## config.mk

```make
export PLATFORM = sky130hd
export DESIGN_NAME = spi_wb_ctrl
export DESIGN_NICKNAME = d
export VERILOG_FILES = /design/src/rtl/spi_wb_ctrl.sv
export SDC_FILE = /design/constraint.sdc
export NUM_CORES = 1
export LEC_CHECK = 0
export ABC_AREA = 0
export CELL_PAD_IN_SITES_DETAIL_PLACEMENT = 0
export CELL_PAD_IN_SITES_GLOBAL_PLACEMENT = 1
export CORE_AREA = 5 5 63 108
export DETAILED_ROUTE_END_ITERATION = 7
export DIE_AREA = 0 0 68 113
export PLACE_DENSITY = 0.72
export SLEW_MARGIN = 20
export SYNTH_ARGS = -nofsm -noshare
export SYNTH_HDL_FRONTEND = slang
export SYNTH_SLANG_ARGS = --single-unit
```

## constraint.sdc

```tcl
create_clock -name clk_i -period 2.92 [get_ports clk_i]
set_input_delay 0.584 -clock clk_i [delete_from_list [all_inputs] [get_ports clk_i]]
set_output_delay 0.584 -clock clk_i [all_outputs]
set_load 0.05 [all_outputs]
```

## src/rtl/spi_wb_ctrl.sv

```systemverilog
// spi_wb_ctrl: Wishbone master sequencer for the register port of the 8-bit
// SPI core. It programs SPCR/SPER after reset, then turns each command byte
// into one SPI transfer (write SPDR, wait for RX data, read SPDR) and returns
// the received byte on a one-cycle response pulse.
// Build option: define SPI_CTRL_IRQ_WAIT_EN to wait on wb_inta_i (with SPIE
// set and SPIF cleared after each transfer) instead of polling SPSR.RFEMPTY.
module spi_wb_ctrl #(
  parameter logic [7:0]  SPCR_INIT  = 8'h50,
  parameter logic [7:0]  SPER_INIT  = 8'h00,
  parameter int unsigned POLL_LIMIT = 255
) (
  input  logic       clk_i,
  input  logic       rst_i,
  input  logic       cmd_valid_i,
  output logic       cmd_ready_o,
  input  logic [7:0] cmd_data_i,
  output logic       rsp_valid_o,
  output logic [7:0] rsp_data_o,
  output logic       rsp_err_o,
  output logic       init_done_o,
  output logic       wb_cyc_o,
  output logic       wb_stb_o,
  output logic       wb_we_o,
  output logic [2:0] wb_adr_o,
  output logic [7:0] wb_dat_o,
  input  logic [7:0] wb_dat_i,
  input  logic       wb_ack_i,
  input  logic       wb_inta_i
);

  localparam logic [2:0] ADR_SPCR = 3'd0;
  localparam logic [2:0] ADR_SPSR = 3'd1;
  localparam logic [2:0] ADR_SPDR = 3'd2;
  localparam logic [2:0] ADR_SPER = 3'd3;
  localparam logic [7:0] POLL_MAX = 8'(POLL_LIMIT);

`ifdef SPI_CTRL_IRQ_WAIT_EN
  localparam logic [7:0] SPCR_WR = SPCR_INIT | 8'h80;
  typedef enum logic [2:0] {INIT_CR, INIT_ER, IDLE, WR_DR, WAIT, RD_DR, CLR_IF, RESP} state_t;
`else
  localparam logic [7:0] SPCR_WR = SPCR_INIT;
  typedef enum logic [2:0] {INIT_CR, INIT_ER, IDLE, WR_DR, WAIT, RD_DR, RESP} state_t;
  // The interrupt line is only consumed by the interrupt build.
  logic unused_inta;
  assign unused_inta = wb_inta_i;
`endif

  state_t     state, state_d;
  logic       cyc_q, cyc_d, we_q, we_d;
  logic [2:0] adr_q, adr_d;
  logic [7:0] dat_q, dat_d;
  logic [7:0] cnt_q, cnt_d;
  logic [7:0] byte_q, byte_d;
  logic [7:0] rdata_q, rdata_d;
  logic       err_q, err_d, done_q, done_d;

  // Bus request issued by the current state; the bus engine below runs it.
  logic       req, req_we;
  logic [2:0] req_adr;
  logic [7:0] req_dat;
  logic       acc_done;

  // An ack only counts while a cycle is actually open.
  assign acc_done = cyc_q & wb_ack_i;

  // Next-state and datapath decisions per state.
  always_comb begin
    // NOTE: every signal assigned here gets a default first so no path infers a latch.
    state_d = state;
    cnt_d   = cnt_q;
    byte_d  = byte_q;
    rdata_d = rdata_q;
    err_d   = err_q;
    done_d  = done_q;
    req     = 1'b0;
    req_we  = 1'b0;
    req_adr = ADR_SPCR;
    req_dat = 8'h00;
    case (state)
      INIT_CR: begin
        req = 1'b1; req_we = 1'b1; req_adr = ADR_SPCR; req_dat = SPCR_WR;
        if (acc_done) state_d = INIT_ER;
      end
      INIT_ER: begin
        req = 1'b1; req_we = 1'b1; req_adr = ADR_SPER; req_dat = SPER_INIT;
        if (acc_done) begin
          done_d  = 1'b1;
          state_d = IDLE;
        end
      end
      IDLE: begin
        if (cmd_valid_i) begin
          byte_d  = cmd_data_i;
          cnt_d   = 8'd0;
          state_d = WR_DR;
        end
      end
      WR_DR: begin
        req = 1'b1; req_we = 1'b1; req_adr = ADR_SPDR; req_dat = byte_q;
        if (acc_done) state_d = WAIT;
      end
      WAIT: begin
`ifdef SPI_CTRL_IRQ_WAIT_EN
        // No bus traffic: count clock cycles until the core raises its interrupt.
        if (wb_inta_i) begin
          state_d = RD_DR;
        end else if (cnt_q + 8'd1 == POLL_MAX) begin
          rdata_d = 8'h00; err_d = 1'b1; state_d = RESP;
        end else begin
          cnt_d = cnt_q + 8'd1;
        end
`else
        // Poll SPSR; bit0 low means the receive FIFO holds the byte.
        req = 1'b1; req_adr = ADR_SPSR;
        if (acc_done) begin
          if (!wb_dat_i[0]) begin
            state_d = RD_DR;
          end else if (cnt_q + 8'd1 == POLL_MAX) begin
            rdata_d = 8'h00; err_d = 1'b1; state_d = RESP;
          end else begin
            cnt_d = cnt_q + 8'd1;
          end
        end
`endif
      end
      RD_DR: begin
        req = 1'b1; req_adr = ADR_SPDR;
        if (acc_done) begin
          rdata_d = wb_dat_i;
          err_d   = 1'b0;
`ifdef SPI_CTRL_IRQ_WAIT_EN
          state_d = CLR_IF;
`else
          state_d = RESP;
`endif
        end
      end
`ifdef SPI_CTRL_IRQ_WAIT_EN
      CLR_IF: begin
        req = 1'b1; req_we = 1'b1; req_adr = ADR_SPSR; req_dat = 8'h80;
        if (acc_done) state_d = RESP;
      end
`endif
      RESP:    state_d = IDLE;
      default: state_d = INIT_CR;
    endcase
  end

  // Bus engine: open a cycle on request, hold it until ack, then drop for one idle cycle.
  always_comb begin
    cyc_d = cyc_q;
    we_d  = we_q;
    adr_d = adr_q;
    dat_d = dat_q;
    if (cyc_q) begin
      if (wb_ack_i) cyc_d = 1'b0;
    end else if (req) begin
      cyc_d = 1'b1;
      we_d  = req_we;
      adr_d = req_adr;
      dat_d = req_dat;
    end
  end

  // State and output registers.
  always_ff @(posedge clk_i or negedge rst_i) begin
    if (!rst_i) begin
      state   <= INIT_CR;
      cyc_q   <= 1'b0;
      we_q    <= 1'b0;
      adr_q   <= 3'd0;
      dat_q   <= 8'h00;
      cnt_q   <= 8'd0;
      byte_q  <= 8'h00;
      rdata_q <= 8'h00;
      err_q   <= 1'b0;
      done_q  <= 1'b0;
    end else begin
      // NOTE: non-blocking assignments so every register samples pre-edge values.
      state   <= state_d;
      cyc_q   <= cyc_d;
      we_q    <= we_d;
      adr_q   <= adr_d;
      dat_q   <= dat_d;
      cnt_q   <= cnt_d;
      byte_q  <= byte_d;
      rdata_q <= rdata_d;
      err_q   <= err_d;
      done_q  <= done_d;
    end
  end

  assign wb_cyc_o    = cyc_q;
  assign wb_stb_o    = cyc_q;
  assign wb_we_o     = we_q;
  assign wb_adr_o    = adr_q;
  assign wb_dat_o    = dat_q;
  assign cmd_ready_o = (state == IDLE);
  assign rsp_valid_o = (state == RESP);
  assign rsp_data_o  = rdata_q;
  assign rsp_err_o   = err_q;
  assign init_done_o = done_q;

endmodule

```

* Yosys cells after proc, flatten, opt, wreduce, memory -nomap -nowiden
Index checks and enable logic that the tools add are counted.
** Operators by class
- Reductions and logical operators :: 12
- Bitwise gates (word level) :: 2
- Add/subtract/negate cells :: 1
- Muxes and demuxes :: 31
- Equal/unequal tests :: 17
** Operator list (count)
- two-way mux 8 bit :: 8
- one-hot mux 8 bit (2 select lines) :: 3
- two-way mux 3 bit :: 8
- one-hot mux 3 bit (7 select lines) :: 1
- inequality test 2 bit (second input constant) :: 9
- AND reduction 5 bit :: 2
- == test 3 bit (second input constant) :: 3
- two-way mux 1 bit :: 9
- adder 8 x 1 -> 8 bit (second input constant) :: 1
- == test 8 bit (second input constant) :: 1
- AND reduction 7 bit :: 1
- == test 3 x 2 -> 1 bit (second input constant) :: 2
- one-hot mux 2 bit (3 select lines) :: 1
- AND reduction 2 bit :: 3
- OR reduction 5 bit :: 1
- nonzero test 2 bit :: 2
- == test 3 x 1 -> 1 bit (second input constant) :: 1
- zero test 3 bit :: 1
- inequality test 3 bit (second input constant) :: 1
- OR reduction 3 bit :: 1
- one-hot mux 1 bit (2 select lines) :: 1
- OR reduction 2 bit :: 1
- bitwise AND 1 bit :: 1
- NOT 1 bit :: 1
** Storage, ports and cells
- Logic and storage cells :: 73
- Input bits :: 21
- Register bits :: 42
- Output and inout port bits :: 26

* Depth between registers and ports, before layout
Gate-level depths: netlist of run 1.
- Word-level depth :: 6
- Depth in mapped cells :: 6
- Gate-level depth less buffers :: 6

* Worst setup path after synthesis of run 1
OpenSTA, ideal clock, no wires.
- Kind :: register to register
- Start point :: reg state[1]
- End point :: reg cnt_q[4]
- Path buffers :: 1
- Arrival time :: 2.353 ns
- Required time :: 2.791 ns
- Setup time :: 0.129 ns
- Period minus slack after synthesis :: 2.483 ns
- Stages on the path, launching flop included :: 6
- Path slack :: 0.437 ns
- Cell sequence :: dfrtp_1 > nor3b_1 > nand2_1 > clkbuf_1 > o211ai_1 > o31ai_1
** On the way
- Word-level cells in the longest chain between the ends :: 3
- Elaborated cells between the ends (all ways) :: 9
- Classes of those cells :: eq/ne (6); mux (1); reduce/logical (2)
** RTL lines
- from (decl) :: line 48 : state_t state, state_d;
- from (signal assigned) :: line 180 : state <= state_d;
- == test 3 x 2 -> 1 bit *
- via cmd_ready_o :: line 15 : output logic cmd_ready_o,
- inequality test 2 bit (no source line) / nonzero test 2 bit (equally long branches)
- AND reduction 5 bit (no source line)
- to (signal assigned) :: line 185 : cnt_q <= cnt_d;
- to (decl) :: line 52 : logic [7:0] cnt_q, cnt_d;
The timed path passes the listed nets; every way through them passes the cells marked *.
A chain may end at the register's enable or synchronous reset.

* Worst setup path after layout of run 1
- Start point :: reg state[1]
- End point :: out rsp_valid_o
** On the way
- Word-level cells in the longest chain between the ends :: 1
** RTL lines
- == test 3 bit :: line 199 : assign rsp_valid_o = (state == RESP);
- to (decl) :: line 17 : output logic rsp_valid_o,
Every way passes these cells.

==> results.toml, run 1 <==
[run_status]
run_status = "finished, final reports clean"

[critical_path]
critical_path.top_delay_family = "flip-flops"
worst_setup_path_start_kind = "register"
worst-r2r-setup-slack_ns = 0.97
cp_max_fo = 15
crit_path_end_kind = "primary output"
worst_r2r_endpoint = "cnt_q[7]"
timing.rr.start = "state[2]"
required_ns = 2.34
path_depth = 3
path_cells = "nor2b_1, and2_1, buf_4"
critical_path_class = "reg2out"
slowest_stage_cell_on_the_critical_path = "sky130_fd_sc_hd__dfrtp_1"
critical_path.max_stage_delay_ns = 0.68
r2r.worst_path.cells = 4
timing.critical_path.arrival_ns = 1.63
count_of_buffer_and_inverter_cells_on_the_critical_path = 1

[worst_hold_path]
hold_path_class = "in2async"

[pwr]
p_clk_frac = 0.164
pwr-share-comb = 0.480
power.share.sequential = 0.355
vdd_drop_max_mv = 0.334
power_density_nw_per_um2 = 1050
netSwitchingPower_w = 0.00121
overall_power_w = 0.00268
p_int_w = 0.00148
netSwitchingFraction = 0.449
leakage_nw = 1.12

[timing]
max_slew.worst_pin.slew_ns = 0.925
fmax_ghz = 0.452
finalWorstPathRequiredPeriod_ns = 2.21
total_negative_setup_slack_ns = 0
final.setup_skew_ns = 0.00577
slew_headroom = 0.384
rsz0062_at_grt = "no"
hold_viol_final = 0
fin_crit_sh = 0.757
finalSetupViolations = 0
drv_slew = 0

[floorplanning]
dieArea_um2 = 7680
i_o_pins = 47
core_region_area_um2 = 5790
floorplan.initialDensity = 0.339
fp-row-count = 37
die-height_um = 113
floorplan.die.width_um = 68

[cts]
clk_latency_ns = 0.29
cell_chosen_for_the_clock_root = "sky130_fd_sc_hd__clkbuf_8"
ctsHtreeMaxLevel = 2
count_of_hold_buffers_inserted_by_post_cts_repair = 0
clk_pin_slew_ns = 0.08
post-cts-setup-buffer-count = 0
number_of_cts_inserted_buffers = 5
cts.path.max_buffers = 2
cts.sinks = 41
number_of_instances_resized_during_post_cts_repair = 0
cts_tree = "yes"

[layout]
regArea_um2 = 1030
antenna-diode-count = 0
syn_to_final_growth_pct = 29.9
nFillCells = 585
share_of_layout_cells_above_drive_strength_1 = 0.0776
final_nets = 268
area_taken_by_multi_input_logic_gates_um2 = 868

[yosys]
netlist-cell-type-count = 42
yosys.area_share.simple = 0.219
combined_area_of_all_synthesized_cells_um2 = 1960
synth_top_family_by_area = "simple AND/OR/NAND/NOR gates"
yosys.area_share.adder = 0.0127
yosys_warnings = 0
synth_edf_count = 0
async_s_r_ff_share_synth = 1.00
synth-xor-area-share = 0.00892
syn-num-nets = 227
synth-seq-cells = 41
synth.mux.area_fraction = 0.0153
syn_area_per_cell_um2 = 9.63
syn_inst = 204
synth_compound_gate_area_share = 0.184
yosysSeqAreaShare = 0.522
postSynth.topFlopCell = "sky130_fd_sc_hd__dfrtp_1"

[routing]
route.vias.total = 1601
initialDrtViolationCount = 57
ratio_of_routed_vias_to_standard_cells = 4.96
avgRoutedWirePerCell_um = 14.4
route.antenna.remaining_nets = 0
route.final.wire_length_mm = 4.64
remaining_drc_errors = 0
detail_route.first_pass.iterations = 3

[global_route]
wire_length_of_the_first_global_routing_pass_mm = 7.98
grt_use_total = 0.134
grt_start_max_net_pins = 42
first_global_vias = 1651
antenna_found_initial = 0
globalRouteOverflowTotal = 0

[placed_design]
port_buffers = 44
gpl.final_weighted_congestion = 0.770
dp.final_hpwl_mm = 3.39

[flow_run]
maximum_capacitance_violations = 0
## worst max path at each step
stage,endpoint,from,slack (ns)
after floorplan,cnt_q[4],state[1],0.44
after global placement,cnt_q[7],wb_dat_i[0],0.67
after detailed placement,cnt_q[7],wb_ack_i,0.66
after CTS,rsp_valid_o,state[1],0.65
after global routing,rsp_valid_o,state[1],0.59
final,rsp_valid_o,state[1],0.71
## registers in the layout, indices dropped and copies added (netlist names), 2 cells and up
signal,count
state,3
wb_adr_o,2
wb_dat_o,8
cnt_q,8
byte_q,8
rsp_data_o,8
## routing by layer
layer | up-vias | track usage | share of wire
li1 | 792 | - | -
met1 | 765 | 0.165 | 0.41
met2 | 35 | 0.222 | 0.53
met3 | 9 | 0.0189 | 0.036
met4 | 0 | 0.0664 | 0.027
met5 | - | 0 | 0
## power by group through the flow
stage | Combinational (W) | Clock [W] | Sequential [W]
floorplan | 0.000605 | 0 | 0.00125
global placement | 0.00129 | 0 | 0.000969
detailed placement | 0.00130 | 0 | 0.000972
CTS | 0.00131 | 0.000458 | 0.000960
global route | 0.00139 | 0.000482 | 0.000992
finish | 0.00129 | 0.000442 | 0.000954
## stage by stage
stage / hold WS, ns / std cells / worst slack, ns / area (um2) / util
after floorplan: 0.288 / 204 / 0.437 / 1960 / -
after CTS: 0.464 / 323 / 0.649 / 2550 / 0.441
final: 0.429 / 323 / 0.709 / 2550 / 0.441
after detailed placement: 0.464 / 316 / 0.656 / 2450 / 0.423
after global placement: 0.454 / 316 / 0.671 / 2450 / 0.423
after global routing: 0.496 / 323 / 0.588 / 2550 / 0.441
## layout make-up
type                            count  area share
Multi-Input combinational cell    148       0.340
Tap cell                           78      0.0382
Timing Repair Buffer               46       0.175
Inverter                            3     0.00441
Sequential cell                    41       0.402
Clock inverter                      2      0.0137
Clock buffer                        5      0.0270
## worst register-to-register path: cells and delay by family, from the launching register on
kind,cells,cell delay [ns]
AO/OA/AOI/OAI,1,0.15
flip-flops,1,0.65
AND/OR/NAND/NOR,3,1.07
## synth_stat cells, types with 2 or more instances
library cell,count,area share
sky130_fd_sc_hd__a21oi_1,9,0.023
sky130_fd_sc_hd__a221o_1,2,0.010
sky130_fd_sc_hd__a22o_1,14,0.062
sky130_fd_sc_hd__a31oi_1,2,0.0064
sky130_fd_sc_hd__and2_1,3,0.0096
sky130_fd_sc_hd__buf_2,2,0.0051
sky130_fd_sc_hd__buf_4,3,0.011
sky130_fd_sc_hd__clkbuf_1,6,0.011
sky130_fd_sc_hd__dfrtp_1,41,0.52
sky130_fd_sc_hd__ha_1,2,0.013
sky130_fd_sc_hd__inv_1,3,0.0057
sky130_fd_sc_hd__mux2i_1,3,0.015
sky130_fd_sc_hd__nand2_1,50,0.096
sky130_fd_sc_hd__nand2b_1,4,0.013
sky130_fd_sc_hd__nand3_1,6,0.015
sky130_fd_sc_hd__nor2_1,9,0.017
sky130_fd_sc_hd__nor3_1,2,0.0051
sky130_fd_sc_hd__o21ai_0,14,0.036
sky130_fd_sc_hd__o31ai_1,3,0.011
sky130_fd_sc_hd__or3_1,3,0.0096
sky130_fd_sc_hd__or4_1,2,0.0076
## layout by cell type, fill, tap and decap left out, types with 3 or more instances in the layout
master and n:
sky130_fd_sc_hd__a22o_1 14, sky130_fd_sc_hd__buf_4 4, sky130_fd_sc_hd__inv_1 3, sky130_fd_sc_hd__or3_1 3, sky130_fd_sc_hd__o21ai_0 14, sky130_fd_sc_hd__o31ai_1 3, sky130_fd_sc_hd__and2_1 3, sky130_fd_sc_hd__mux2i_1 3
sky130_fd_sc_hd__clkdlybuf4s50_1 41, sky130_fd_sc_hd__nand2b_1 4, sky130_fd_sc_hd__nand3_1 6, sky130_fd_sc_hd__a21oi_1 9, sky130_fd_sc_hd__nand2_1 50, sky130_fd_sc_hd__nor2_1 9, sky130_fd_sc_hd__dfrtp_1 41, sky130_fd_sc_hd__clkbuf_8 5
## cells by family after synthesis
| logic type | after synthesis |
|---|---|
| buf+inv | 15 |
| simple gates | 88 |
| xor+xnor | 2 |
| flops | 41 |
| other cells | 1 |
| compound gates | 52 |
| fa+ha+maj | 2 |
| mux | 3 |
No activity file was read; power rests on OpenSTA's default activity.
==> inputs of run 2 (changes only) <==
Settings changed: CORE_AREA 5 5 63 108 to 5 5 65 111, DIE_AREA 0 0 68 113 to 0 0 70 116, PLACE_DENSITY 0.72 to 0.71.
Clock period 2.92 ns to 1.9 ns, I/O delays scaled along.
==> run 2 against run 1 <==
Net effect: die area up 5.7%; first-iteration DRC count down 33%; combinational power up 81%; largest power group unchanged.
==> results.toml, run 2 (synthesis results as in run 1) <==
[critical_path]
timing.critical_path.arrival_ns = 1.45
worst_r2r_endpoint = "rsp_data_o[5]"
crit_path_end_kind = "primary output"
required_ns = 1.52
critical_path.top_delay_family = "buffers and inverters"
count_of_buffer_and_inverter_cells_on_the_critical_path = 1
crit_path_start = "rsp_data_o[3]"
worst_setup_path_start_kind = "register"
critical_path_class = "reg2out"
timing.rr.start = "cnt_q[0]"
cp_max_fo = 2
worst-r2r-setup-slack_ns = 0.18
critical_path.max_stage_delay_ns = 0.81
slowest_stage_cell_on_the_critical_path = "sky130_fd_sc_hd__clkdlybuf4s50_1"
r2r.worst_path.cells = 7
path_cells = "clkdlybuf4s50_1"

[routing]
route.final.wire_length_mm = 4.77
remaining_drc_errors = 0
detail_route.first_pass.iterations = 2
initialDrtViolationCount = 38
route.antenna.remaining_nets = 0
route.vias.total = 1675
ratio_of_routed_vias_to_standard_cells = 4.81
avgRoutedWirePerCell_um = 13.7

[timing]
slew_headroom = 0.659
finalWorstPathRequiredPeriod_ns = 1.83
final.setup_skew_ns = 0.00684
drv_slew = 0
fin_crit_sh = 0.965
max_slew.worst_pin.slew_ns = 0.510
finalSetupViolations = 0
fmax_ghz = 0.545
total_negative_setup_slack_ns = 0
timing.hold.ws_ns = 0.0168
hold_viol_final = 0
rsz0062_at_grt = "no"

[layout]
syn_to_final_growth_pct = 39.1
stdcell_count = 348
mostFrequentLayoutCell = "sky130_fd_sc_hd__nand2_1"
mostFrequentLayoutCells = "sky130_fd_sc_hd__nand2_1 (50), sky130_fd_sc_hd__dfrtp_1 (39), sky130_fd_sc_hd__buf_4 (34), sky130_fd_sc_hd__clkdlybuf4s50_1 (29)"
share_of_layout_cells_above_drive_strength_1 = 0.216
final_nets = 290
antenna-diode-count = 0

[global_route]
grt_start_max_net_pins = 20
first_global_vias = 1766
wire_length_of_the_first_global_routing_pass_mm = 8.25
globalRouteOverflowTotal = 0
antenna_found_initial = 0
grt_use_total = 0.127

[floorplanning]
die-height_um = 116
i_o_pins = 47
dieArea_um2 = 8120
core_region_area_um2 = 6180
floorplan.die.width_um = 70
fp-row-count = 38
floorplan.initialDensity = 0.318

[pwr]
netSwitchingFraction = 0.446
p_int_w = 0.00238
pwr-share-comb = 0.547
vdd_drop_max_mv = 0.578
power.share.sequential = 0.323
netSwitchingPower_w = 0.00191
p_clk_frac = 0.131
power_density_nw_per_um2 = 1570
leakage_nw = 1.25

[cts]
cts_tree = "yes"
cell_chosen_for_the_clock_root = "sky130_fd_sc_hd__clkbuf_8"
clk_latency_ns = 0.29
cts.path.max_buffers = 2
ctsHtreeMaxLevel = 2
number_of_cts_inserted_buffers = 5
count_of_hold_buffers_inserted_by_post_cts_repair = 0
clk_pin_slew_ns = 0.08
cts.sinks = 41

[placed_design]
dp_cells = 340
port_buffers = 44
gpl.final_weighted_congestion = 0.796
dp.final_hpwl_mm = 3.68

[worst_hold_path]
hold_path_class = "in2async"

[flow_run]
maximum_capacitance_violations = 0

[run_status]
run_status = "finished, final reports clean"
## run 2: area by class of cell
| type | instances | area [um2] |
|---|---|---|
| sequential | 41 | 1030 |
| clock inverter | 3 | 17.5 |
| tap | 80 | 100 |
| clock buffer | 5 | 68.8 |
| multi-input combinational | 148 | 876 |
| inverter | 3 | 11.3 |
| timing repair buffer | 68 | 631 |
| fill | 619 | 3450 |
## run 2: metrics by stage
step / utilization / worst slack [ns] / power [W] / cell area (um2)
2_1_floorplan: - / 0.00645 / 0.00286 / 1970
3_3_place_gp: 0.427 / -0.0526 / 0.00374 / 2640
3_5_place_dp: 0.427 / -0.0675 / 0.00377 / 2640
4_1_cts: 0.441 / 0.0102 / 0.00435 / 2730
5_1_grt: 0.442 / 0.0128 / 0.00458 / 2730
6_report: 0.442 / 0.0663 / 0.00429 / 2730
## run 2: per-layer routing
layer,up-vias,GRT usage,wire length (um)
li1,838,-,-
met1,802,0.143,1910
met2,30,0.236,2620
met3,5,0.0191,140
met4,0,0.0563,95
met5,-,0,0
## run 2: power groups by stage
stage	combinational (W)	clock, W	sequential, W
floorplan	0.000935	0	0.00193
global placement	0.00235	0	0.00139
detailed placement	0.00237	0	0.00140
CTS	0.00237	0.000590	0.00138
global route	0.00254	0.000614	0.00142
finish	0.00234	0.000560	0.00138
## run 2: worst max path at each step
| stage | endpoint | slack, ns | cells after the start |
|---|---|---|---|
| floorplan | cnt_q[4] | 0.006 | 5 |
| global placement | cnt_q[7] | -0.05 | 5 |
| detailed placement | cnt_q[7] | -0.07 | 5 |
| CTS | rsp_valid_o | 0.01 | 4 |
| global route | rsp_data_o[4] | 0.01 | 7 |
| finish | rsp_data_o[3] | 0.07 | 1 |
## run 2: repair_timing
| action | in CTS | in global routing |
|---|---|---|
| buffers inserted | 0 | 0 |
| setup endpoints to repair | 0 | 5 |
| gates resized for setup | 0 | 3 |
| endpoints found under the hold margin | 0 | 0 |
